===== src/rtl/layer_object_compositor_if.sv =====
// rtl/layer_object_compositor_if.sv - slot binding bus between compositor and alien renderers
// Ports (signals):
//   slot_idx       object index bound to each slot (compositor -> renderer)
//   slot_en        slot holds a valid binding (compositor -> renderer)
//   slot_pix_valid renderer pixel valid per slot (renderer -> compositor)
//   slot_palette   palette bit per slot (renderer -> compositor)
//   slot_deriv     deriv_select per slot, 2 bits each (renderer -> compositor)
interface layer_object_compositor_if #(
    parameter int SLOTS = 4,
    parameter int IDX_W = 4
);
    logic [SLOTS*IDX_W-1:0] slot_idx;
    logic [SLOTS-1:0]       slot_en;
    logic [SLOTS-1:0]       slot_pix_valid;
    logic [SLOTS-1:0]       slot_palette;
    logic [SLOTS*2-1:0]     slot_deriv;

    modport master (
        output slot_idx,
        output slot_en,
        input  slot_pix_valid,
        input  slot_palette,
        input  slot_deriv
    );

    modport slave (
        input  slot_idx,
        input  slot_en,
        output slot_pix_valid,
        output slot_palette,
        output slot_deriv
    );
endinterface


===== src/rtl/layer_object_compositor.sv =====
// rtl/layer_object_compositor.sv - distance-sorted render slot allocation and per-pixel layer colour
// Ports:
//   clk, rst            clock, synchronous active-high reset
//   h_cnt, v_cnt        current pixel position (frame_end detection)
//   in_frame            per-object visibility in this quadrant
//   obj_dist/type/frame per-object distance (4b), alien type (2b), animation frame (2b)
//   slot_bus            slot bindings out, renderer pixel data in
//   scan_busy           slot scan (SCAN or COMMIT) in progress
//   overflow            last committed frame had more visible objects than slots
//   layer_valid         registered: some slot owns the current pixel
//   pixel_out           registered RGB444 colour
module layer_object_compositor #(
    parameter int OBJ_LIMIT = 16,
    parameter int SLOTS     = 4,
    parameter int IDX_W     = 4,
    parameter int VGA_XRES  = 640,
    parameter int VGA_YRES  = 480
) (
    input  logic                   clk,
    input  logic                   rst,
    input  logic [9:0]             h_cnt,
    input  logic [9:0]             v_cnt,
    input  logic [OBJ_LIMIT-1:0]   in_frame,
    input  logic [OBJ_LIMIT*4-1:0] obj_dist,
    input  logic [OBJ_LIMIT*2-1:0] obj_type,
    input  logic [OBJ_LIMIT*2-1:0] obj_frame,
    layer_object_compositor_if.master slot_bus,
    output logic                   scan_busy,
    output logic                   overflow,
    output logic                   layer_valid,
    output logic [11:0]            pixel_out
);
    localparam int CNT_W = $clog2(SLOTS + 1);

    typedef enum logic [1:0] {IDLE, SCAN, COMMIT} state_t;

    state_t state, state_n;
    logic   start_scan;
    logic   do_commit;
    logic   frame_end;

    // Snapshot of the object table taken at frame_end; the scan only reads this.
    logic [OBJ_LIMIT-1:0]   snap_in_frame;
    logic [OBJ_LIMIT*4-1:0] snap_dist;
    logic [OBJ_LIMIT*2-1:0] snap_type;
    logic [IDX_W-1:0]       scan_i;

    // Shadow list, sorted ascending by distance, entries [0, sh_cnt) valid.
    logic [IDX_W-1:0] sh_idx   [SLOTS];
    logic [3:0]       sh_dist  [SLOTS];
    logic [CNT_W-1:0] sh_cnt;
    logic             sh_ovf;

    logic [IDX_W-1:0] sh_idx_n  [SLOTS];
    logic [3:0]       sh_dist_n [SLOTS];
    logic [CNT_W-1:0] sh_cnt_n;
    logic             sh_full;
    logic [3:0]       cur_d;
    int               ins_pos;

    // Active (committed) bindings. The type is latched at commit so a restarted
    // scan's fresh snapshot cannot change how the current bindings render.
    logic [IDX_W-1:0] act_idx  [SLOTS];
    logic [1:0]       act_type [SLOTS];
    logic [SLOTS-1:0] act_en;

    assign frame_end = (h_cnt == 10'(VGA_XRES - 1)) && (v_cnt == 10'(VGA_YRES - 1));
    assign scan_busy = (state != IDLE);

    always_ff @(posedge clk) begin
        if (rst) state <= IDLE;
        else     state <= state_n;
    end

    always_comb begin
        state_n    = state;
        start_scan = 1'b0;
        do_commit  = 1'b0;
        case (state)
            IDLE: begin
                if (frame_end) begin
                    start_scan = 1'b1;
                    state_n    = SCAN;
                end
            end
            SCAN: begin
                if (frame_end)                             start_scan = 1'b1;
                else if (scan_i == IDX_W'(OBJ_LIMIT - 1))  state_n    = COMMIT;
            end
            COMMIT: begin
                // A frame_end here restarts without touching the active slots.
                if (frame_end) begin
                    start_scan = 1'b1;
                    state_n    = SCAN;
                end else begin
                    do_commit  = 1'b1;
                    state_n    = IDLE;
                end
            end
            default: state_n = IDLE;
        endcase
    end

    // Sorted insert: the new object goes after every entry whose distance is
    // <= its own, so equal distances keep the earlier (lower) index ahead.
    // ins_pos == SLOTS means the list is full and the new object sorts last.
    always_comb begin
        cur_d   = snap_dist[{scan_i, 2'b00} +: 4];
        sh_full = (int'(sh_cnt) == SLOTS);
        ins_pos = 0;
        for (int k = 0; k < SLOTS; k++) begin
            if (k < int'(sh_cnt) && sh_dist[k] <= cur_d) ins_pos = k + 1;
        end
        for (int k = 0; k < SLOTS; k++) begin
            if (k < ins_pos) begin
                sh_idx_n[k]  = sh_idx[k];
                sh_dist_n[k] = sh_dist[k];
            end else if (k == ins_pos) begin
                sh_idx_n[k]  = scan_i;
                sh_dist_n[k] = cur_d;
            end else begin
                sh_idx_n[k]  = sh_idx[(k == 0) ? 0 : k - 1];
                sh_dist_n[k] = sh_dist[(k == 0) ? 0 : k - 1];
            end
        end
        sh_cnt_n = sh_full ? sh_cnt : sh_cnt + CNT_W'(1);
    end

    always_ff @(posedge clk) begin
        if (rst) begin
            snap_in_frame <= '0;
            snap_dist     <= '0;
            snap_type     <= '0;
            scan_i        <= '0;
            sh_cnt        <= '0;
            sh_ovf        <= 1'b0;
            act_en        <= '0;
            overflow      <= 1'b0;
            for (int k = 0; k < SLOTS; k++) begin
                sh_idx[k]   <= '0;
                sh_dist[k]  <= '0;
                act_idx[k]  <= '0;
                act_type[k] <= '0;
            end
        end else begin
            if (start_scan) begin
                snap_in_frame <= in_frame;
                snap_dist     <= obj_dist;
                snap_type     <= obj_type;
                scan_i        <= '0;
                sh_cnt        <= '0;
                sh_ovf        <= 1'b0;
                for (int k = 0; k < SLOTS; k++) begin
                    sh_idx[k]  <= '0;
                    sh_dist[k] <= '0;
                end
            end else if (state == SCAN) begin
                scan_i <= scan_i + IDX_W'(1);
                if (snap_in_frame[scan_i]) begin
                    sh_cnt <= sh_cnt_n;
                    if (sh_full) sh_ovf <= 1'b1;
                    for (int k = 0; k < SLOTS; k++) begin
                        sh_idx[k]  <= sh_idx_n[k];
                        sh_dist[k] <= sh_dist_n[k];
                    end
                end
            end
            if (do_commit) begin
                overflow <= sh_ovf;
                for (int k = 0; k < SLOTS; k++) begin
                    act_en[k]   <= (k < int'(sh_cnt));
                    act_idx[k]  <= sh_idx[k];
                    act_type[k] <= snap_type[{sh_idx[k], 1'b0} +: 2];
                end
            end
        end
    end

    for (genvar s = 0; s < SLOTS; s++) begin : g_pack
        assign slot_bus.slot_idx[s*IDX_W +: IDX_W] = act_idx[s];
    end
    assign slot_bus.slot_en = act_en;

    // Pixel ownership: slot 0 holds the nearest object, so the lowest hit wins.
    logic [SLOTS-1:0] hit;
    logic             any_hit;
    logic [IDX_W-1:0] win_idx;
    logic [1:0]       win_type;
    logic [3:0]       win_d;
    logic [1:0]       win_f;
    logic [3:0]       dim;
    logic [3:0]       bright;
    logic [11:0]      colour;

    always_comb begin
        any_hit  = 1'b0;
        win_idx  = '0;
        win_type = '0;
        for (int s = 0; s < SLOTS; s++) begin
            hit[s] = act_en[s] && slot_bus.slot_pix_valid[s] &&
                     ((act_type[s] > 2'd1 && !slot_bus.slot_palette[s] &&
                       slot_bus.slot_deriv[2*s +: 2] <= 2'd1) ||
                      (act_type[s] <= 2'd1 && slot_bus.slot_palette[s]));
        end
        for (int s = SLOTS - 1; s >= 0; s--) begin
            if (hit[s]) begin
                any_hit  = 1'b1;
                win_idx  = act_idx[s];
                win_type = act_type[s];
            end
        end
        // Distance and animation frame are live so dimming tracks motion.
        win_d  = obj_dist[{win_idx, 2'b00} +: 4];
        win_f  = obj_frame[{win_idx, 1'b0} +: 2];
        dim    = 4'd4 - (win_d >> 3);
        bright = 4'hF - win_d;
        if (win_f > 2'd1) begin
            colour = 12'h222;
        end else begin
            case (win_type)
                2'd0:    colour = {dim, dim, bright};
                2'd1:    colour = {dim, bright, dim};
                2'd2:    colour = {bright, dim, dim};
                default: colour = {bright, dim, bright};
            endcase
        end
    end

    always_ff @(posedge clk) begin
        if (rst) begin
            layer_valid <= 1'b0;
            pixel_out   <= '0;
        end else begin
            layer_valid <= any_hit;
            pixel_out   <= any_hit ? colour : 12'h000;
        end
    end
endmodule


===== src/flat_wrapper.sv =====
// flat-port wrapper written by rule: the top's interface ports become plain ports
module layer_object_compositor_flat 
#(
    parameter int OBJ_LIMIT = 16,
    parameter int SLOTS     = 4,
    parameter int IDX_W     = 4,
    parameter int VGA_XRES  = 640,
    parameter int VGA_YRES  = 480
)
  (clk, rst, h_cnt, v_cnt, in_frame, obj_dist, obj_type, obj_frame, scan_busy, overflow, layer_valid, pixel_out, slot_bus_slot_idx, slot_bus_slot_en, slot_bus_slot_pix_valid, slot_bus_slot_palette, slot_bus_slot_deriv);
  layer_object_compositor_if #(.SLOTS(SLOTS), .IDX_W(IDX_W)) slot_bus_i ();
  input  logic clk;
  input  logic rst;
  input  logic [9:0] h_cnt;
  input  logic [9:0] v_cnt;
  input  logic [OBJ_LIMIT-1:0] in_frame;
  input  logic [OBJ_LIMIT*4-1:0] obj_dist;
  input  logic [OBJ_LIMIT*2-1:0] obj_type;
  input  logic [OBJ_LIMIT*2-1:0] obj_frame;
  output logic scan_busy;
  output logic overflow;
  output logic layer_valid;
  output logic [11:0] pixel_out;
  output wire logic [$bits(slot_bus_i.slot_idx)-1:0] slot_bus_slot_idx;
  output wire logic [$bits(slot_bus_i.slot_en)-1:0] slot_bus_slot_en;
  input wire logic [$bits(slot_bus_i.slot_pix_valid)-1:0] slot_bus_slot_pix_valid;
  input wire logic [$bits(slot_bus_i.slot_palette)-1:0] slot_bus_slot_palette;
  input wire logic [$bits(slot_bus_i.slot_deriv)-1:0] slot_bus_slot_deriv;
  assign slot_bus_slot_idx = slot_bus_i.slot_idx;
  assign slot_bus_slot_en = slot_bus_i.slot_en;
  assign slot_bus_i.slot_pix_valid = slot_bus_slot_pix_valid;
  assign slot_bus_i.slot_palette = slot_bus_slot_palette;
  assign slot_bus_i.slot_deriv = slot_bus_slot_deriv;
  layer_object_compositor #(.OBJ_LIMIT(OBJ_LIMIT), .SLOTS(SLOTS), .IDX_W(IDX_W), .VGA_XRES(VGA_XRES), .VGA_YRES(VGA_YRES)) u_core (.clk(clk), .rst(rst), .h_cnt(h_cnt), .v_cnt(v_cnt), .in_frame(in_frame), .obj_dist(obj_dist), .obj_type(obj_type), .obj_frame(obj_frame), .slot_bus(slot_bus_i), .scan_busy(scan_busy), .overflow(overflow), .layer_valid(layer_valid), .pixel_out(pixel_out));
endmodule

===== config.mk =====
export PLATFORM = sky130hd
export DESIGN_NAME = layer_object_compositor_flat
export DESIGN_NICKNAME = d
export VERILOG_FILES = /design/src/rtl/layer_object_compositor_if.sv /design/src/rtl/layer_object_compositor.sv /design/src/flat_wrapper.sv
export SDC_FILE = /design/constraint.sdc
export NUM_CORES = 1
export LEC_CHECK = 0
export ABC_AREA = 1
export BUFFER_PORTS_ARGS = -buffer_cell sky130_fd_sc_hd__clkbuf_2
export CORE_MARGIN = 2
export CORE_UTILIZATION = 55
export DETAILED_ROUTE_END_ITERATION = 8
export PLACE_DENSITY_LB_ADDON = 0.08
export SKIP_CTS_REPAIR_TIMING = 1
export SYNTH_ARGS = -nofsm -noshare
export SYNTH_HDL_FRONTEND = slang
export SYNTH_SLANG_ARGS = --single-unit

===== constraint.sdc =====
create_clock -name clk -period 4.2 [get_ports clk]
set_input_delay 0.84 -clock clk [delete_from_list [all_inputs] [get_ports clk]]
set_output_delay 0.84 -clock clk [all_outputs]
set_load 0.02 [all_outputs]

==> out/qor.txt <==
relative slew slack -> 31.1%
Leakage -> 5.06 nW
largest net degree at the start of global routing -> 49
post-route insts no fill -> 1,794
fmax -> 0.265 GHz
Slowest-stage cell, CP -> dfxtp_1
unrepaired setup endpoints after global routing -> no
Post-Syn Nets -> 1,590
CTS sink cnt -> 196
total clock buffers created by CTS -> 17
final worst slack -> 422 ps
core area -> 0.0186 mm2
fin nets -> 1,748
WP data arrival -> 4070 ps
Die Span X -> 141 um
# Max-Cap Violations -> 0
Crit Path Class -> reg2reg
YS warnings -> 0
synth unique cells -> 47
root buf cell -> clkbuf_16
Fin. Hold Viols -> 0
routed vias -> 10.4k
via/cell ratio -> 5.78
total grt overflow -> 0
Mapped Cells -> 1,389
Pwr per Cell Area -> 330 mW/mm2
clock skew -> 15.0 ps
GPL Wtd Cong -> 1.02
crit path capture type -> flip-flop
commonest non-fill, non-tap cell in the layout -> nand2_1
Initial Util -> 55.8%
DR WL/cell -> 17.1 um
number of I/O pins -> 217
Fin Hold WS -> 457 ps
clock slew at reported path FFs -> 80 ps
Tmin final -> 3780 ps
Post-synth EDFFs -> 48
Final Total Pwr -> 3.98 mW
Post-DP HPWL -> 22,000 um
initial antenna violation count -> 0
Max FO, Critical Path -> 32
pre-CTS setup slack -> 623 ps
drt first-iter violations -> 951
# setup viols final -> 0
die span in y -> 141 um
# diodes -> 0
#FFs+latches synth -> 196
CTS H-tree lvls -> 4
# rows -> 50
Switch Pwr -> 949 uW
clock tree from TritonCTS -> done
Logic pwr share -> 6.6%
die area -> 0.0200 mm2
Clk pwr share -> 43.7%
Most used DFF post-synth -> dfxtp_1
final wirelength -> 30,800 um
sequential cell area fraction in the yosys report -> 42.4%
cell area after layout -> 0.0121 mm2
mapped cell area -> 0.0104 mm2
VDD IR-drop max -> 0.305 mV
highest-count cells in the layout ignoring fill and taps -> 241 x nand2_1, 203 x o21ai_0, 196 x clkbuf_2
Finished Core Util -> 65.0%
Flop pwr share -> 49.6%
DRT antenna net count -> 0
DRC Markers -> 0
fin. max-slew vios -> 0
layout cells sized above 1 -> 18.4%
clk buf depth -> 2
Slew @ Worst Pin -> 1030 ps
placed cell area -> 0.0114 mm2
outcome -> finished, final reports clean
Detailed Routing Iterations Pass 1 -> 7
first-pass GRT wire length -> 48,500 um
vias in the first global route -> 9,373
CP Cell Sequence -> inv_1, buf_12, a21oi_1, o21ai_0, nand2_1, a22o_1, a31oi_1, inv_1, ha_1, inv_1, a21oi_1, o21ai_0, a21oi_1, a211oi_1, nor2_1, nor2_1, nand2_1, inv_1, nand2_1, a21oi_1
Cells after DPL -> 1,762
final setup TNS -> 0 ps
critical path launch point type -> flip-flop
IO buf count -> 196
Crit path required time -> 4500 ps
fin crit share -> 90.0%
Net Sw Frac -> 23.9%
Worst-Skew Late Latency -> 450 ps
hold crit path type -> reg2reg
All-Layer GR Usage -> 30.6%
syn_area_per_cell -> 7.47 um2
Worst path max stage delay -> 310 ps
Internal Dissipation -> 3.03 mW
synthesis-to-finish area growth -> 16.3%
async set-or-reset flop fraction in the synthesized netlist -> 0%
[power groups by stage]
| stage | Clock (mW) | Sequential (mW) | Combinational, mW |
|---|---|---|---|
| final | 1.74 | 1.97 | 0.264 |
| after global routing | 1.82 | 1.98 | 0.292 |
| after CTS | 1.75 | 1.97 | 0.261 |
| after detailed placement | 0 | 2.02 | 0.259 |
| after global placement | 0 | 2.02 | 0.257 |
| after floorplan | 0 | 2.01 | 0.137 |
[final timing paths]
kind | slack (ps) | from | cells after the start | endpoint
setup / recovery | 420 | u_core.scan_i[0]$_SDFFE_PP0P_ | 20 | u_core.sh_idx[1][2]$_SDFFCE_PN0P_
hold / removal | 460 | u_core.snap_dist[49]$_SDFFE_PP0P_ | 2 | u_core.snap_dist[49]$_SDFFE_PP0P_
setup reg to reg | 420 | u_core.scan_i[0]$_SDFFE_PP0P_ | 20 | u_core.sh_idx[1][2]$_SDFFCE_PN0P_
hold reg to reg | 460 | u_core.snap_dist[49]$_SDFFE_PP0P_ | 2 | u_core.snap_dist[49]$_SDFFE_PP0P_
[registers in the layout (all words and copies together), names as in the netlist]
register,count
u_core.snap_dist,64
u_core.snap_type,32
u_core.act_idx,16
u_core.sh_dist,16
u_core.sh_idx,16
u_core.snap_in_frame,16
u_core.pixel_out,12
u_core.act_type,8
u_core.scan_i,4
u_core.slot_bus.slot_en,4
u_core.sh_cnt,3
u_core.state,2
u_core.layer_valid,1
u_core.overflow,1
u_core.sh_ovf,1
[layer usage]
metal	wire (um)	up-vias	GRT usage (%)
li1	-	5055	-
met1	13500	4727	43.5
met2	13700	528	47.6
met3	2940	63	5.37
met4	643	0	10.1
met5	0	-	0
[logic make-up after synthesis]
group	Yosys count	share of synthesized area, %
AO/OA/AOI/OAI	455	25.6
XOR/XNOR	2	0.169
adder cells (fa/ha/maj)	19	2.29
buffers and inverters	255	10.2
flip-flops	196	42.4
AND/OR/NAND/NOR	462	19.3
[layout make-up]
cell class | instances | area (um2)
inverter | 177 | 664
sequential | 196 | 4400
tap | 234 | 293
clock inverter | 13 | 155
timing repair buffer | 217 | 1150
multi-input combinational | 938 | 4930
fill | 1669 | 6510
clock buffer | 19 | 475
[worst max-delay path: cells and delay by family (launching register included)]
family | cells | cell delay, ps
DFF | 1 | 310
and+or+nand+nor | 5 | 610
adders and majority gates | 1 | 250
AOI/OAI and AO/OA | 9 | 1380
buffers and inverters | 5 | 1040
[Yosys cell counts, types with 3 or more instances]
cell type / instances / share of area (%)
a211oi_1: 5 / 0.36
a21oi_1: 130 / 6.3
a22o_1: 43 / 3.6
a31oi_1: 3 / 0.18
buf_1: 3 / 0.11
buf_2: 23 / 1.1
buf_4: 4 / 0.29
buf_6: 7 / 0.76
clkbuf_1: 41 / 1.5
dfxtp_1: 148 / 29
edfxtp_1: 48 / 14
ha_1: 19 / 2.3
inv_1: 166 / 6.0
inv_2: 11 / 0.40
nand2_1: 241 / 8.7
nand2_2: 5 / 0.30
nand3_1: 108 / 5.2
nand4_1: 7 / 0.42
nor2_1: 78 / 2.8
nor2_4: 5 / 0.54
nor3_1: 6 / 0.29
o211ai_1: 15 / 1.1
o21ai_0: 203 / 9.8
o21ai_1: 9 / 0.43
o221ai_1: 12 / 1.0
o22ai_1: 23 / 1.4
(Power assumes the default switching activity.)
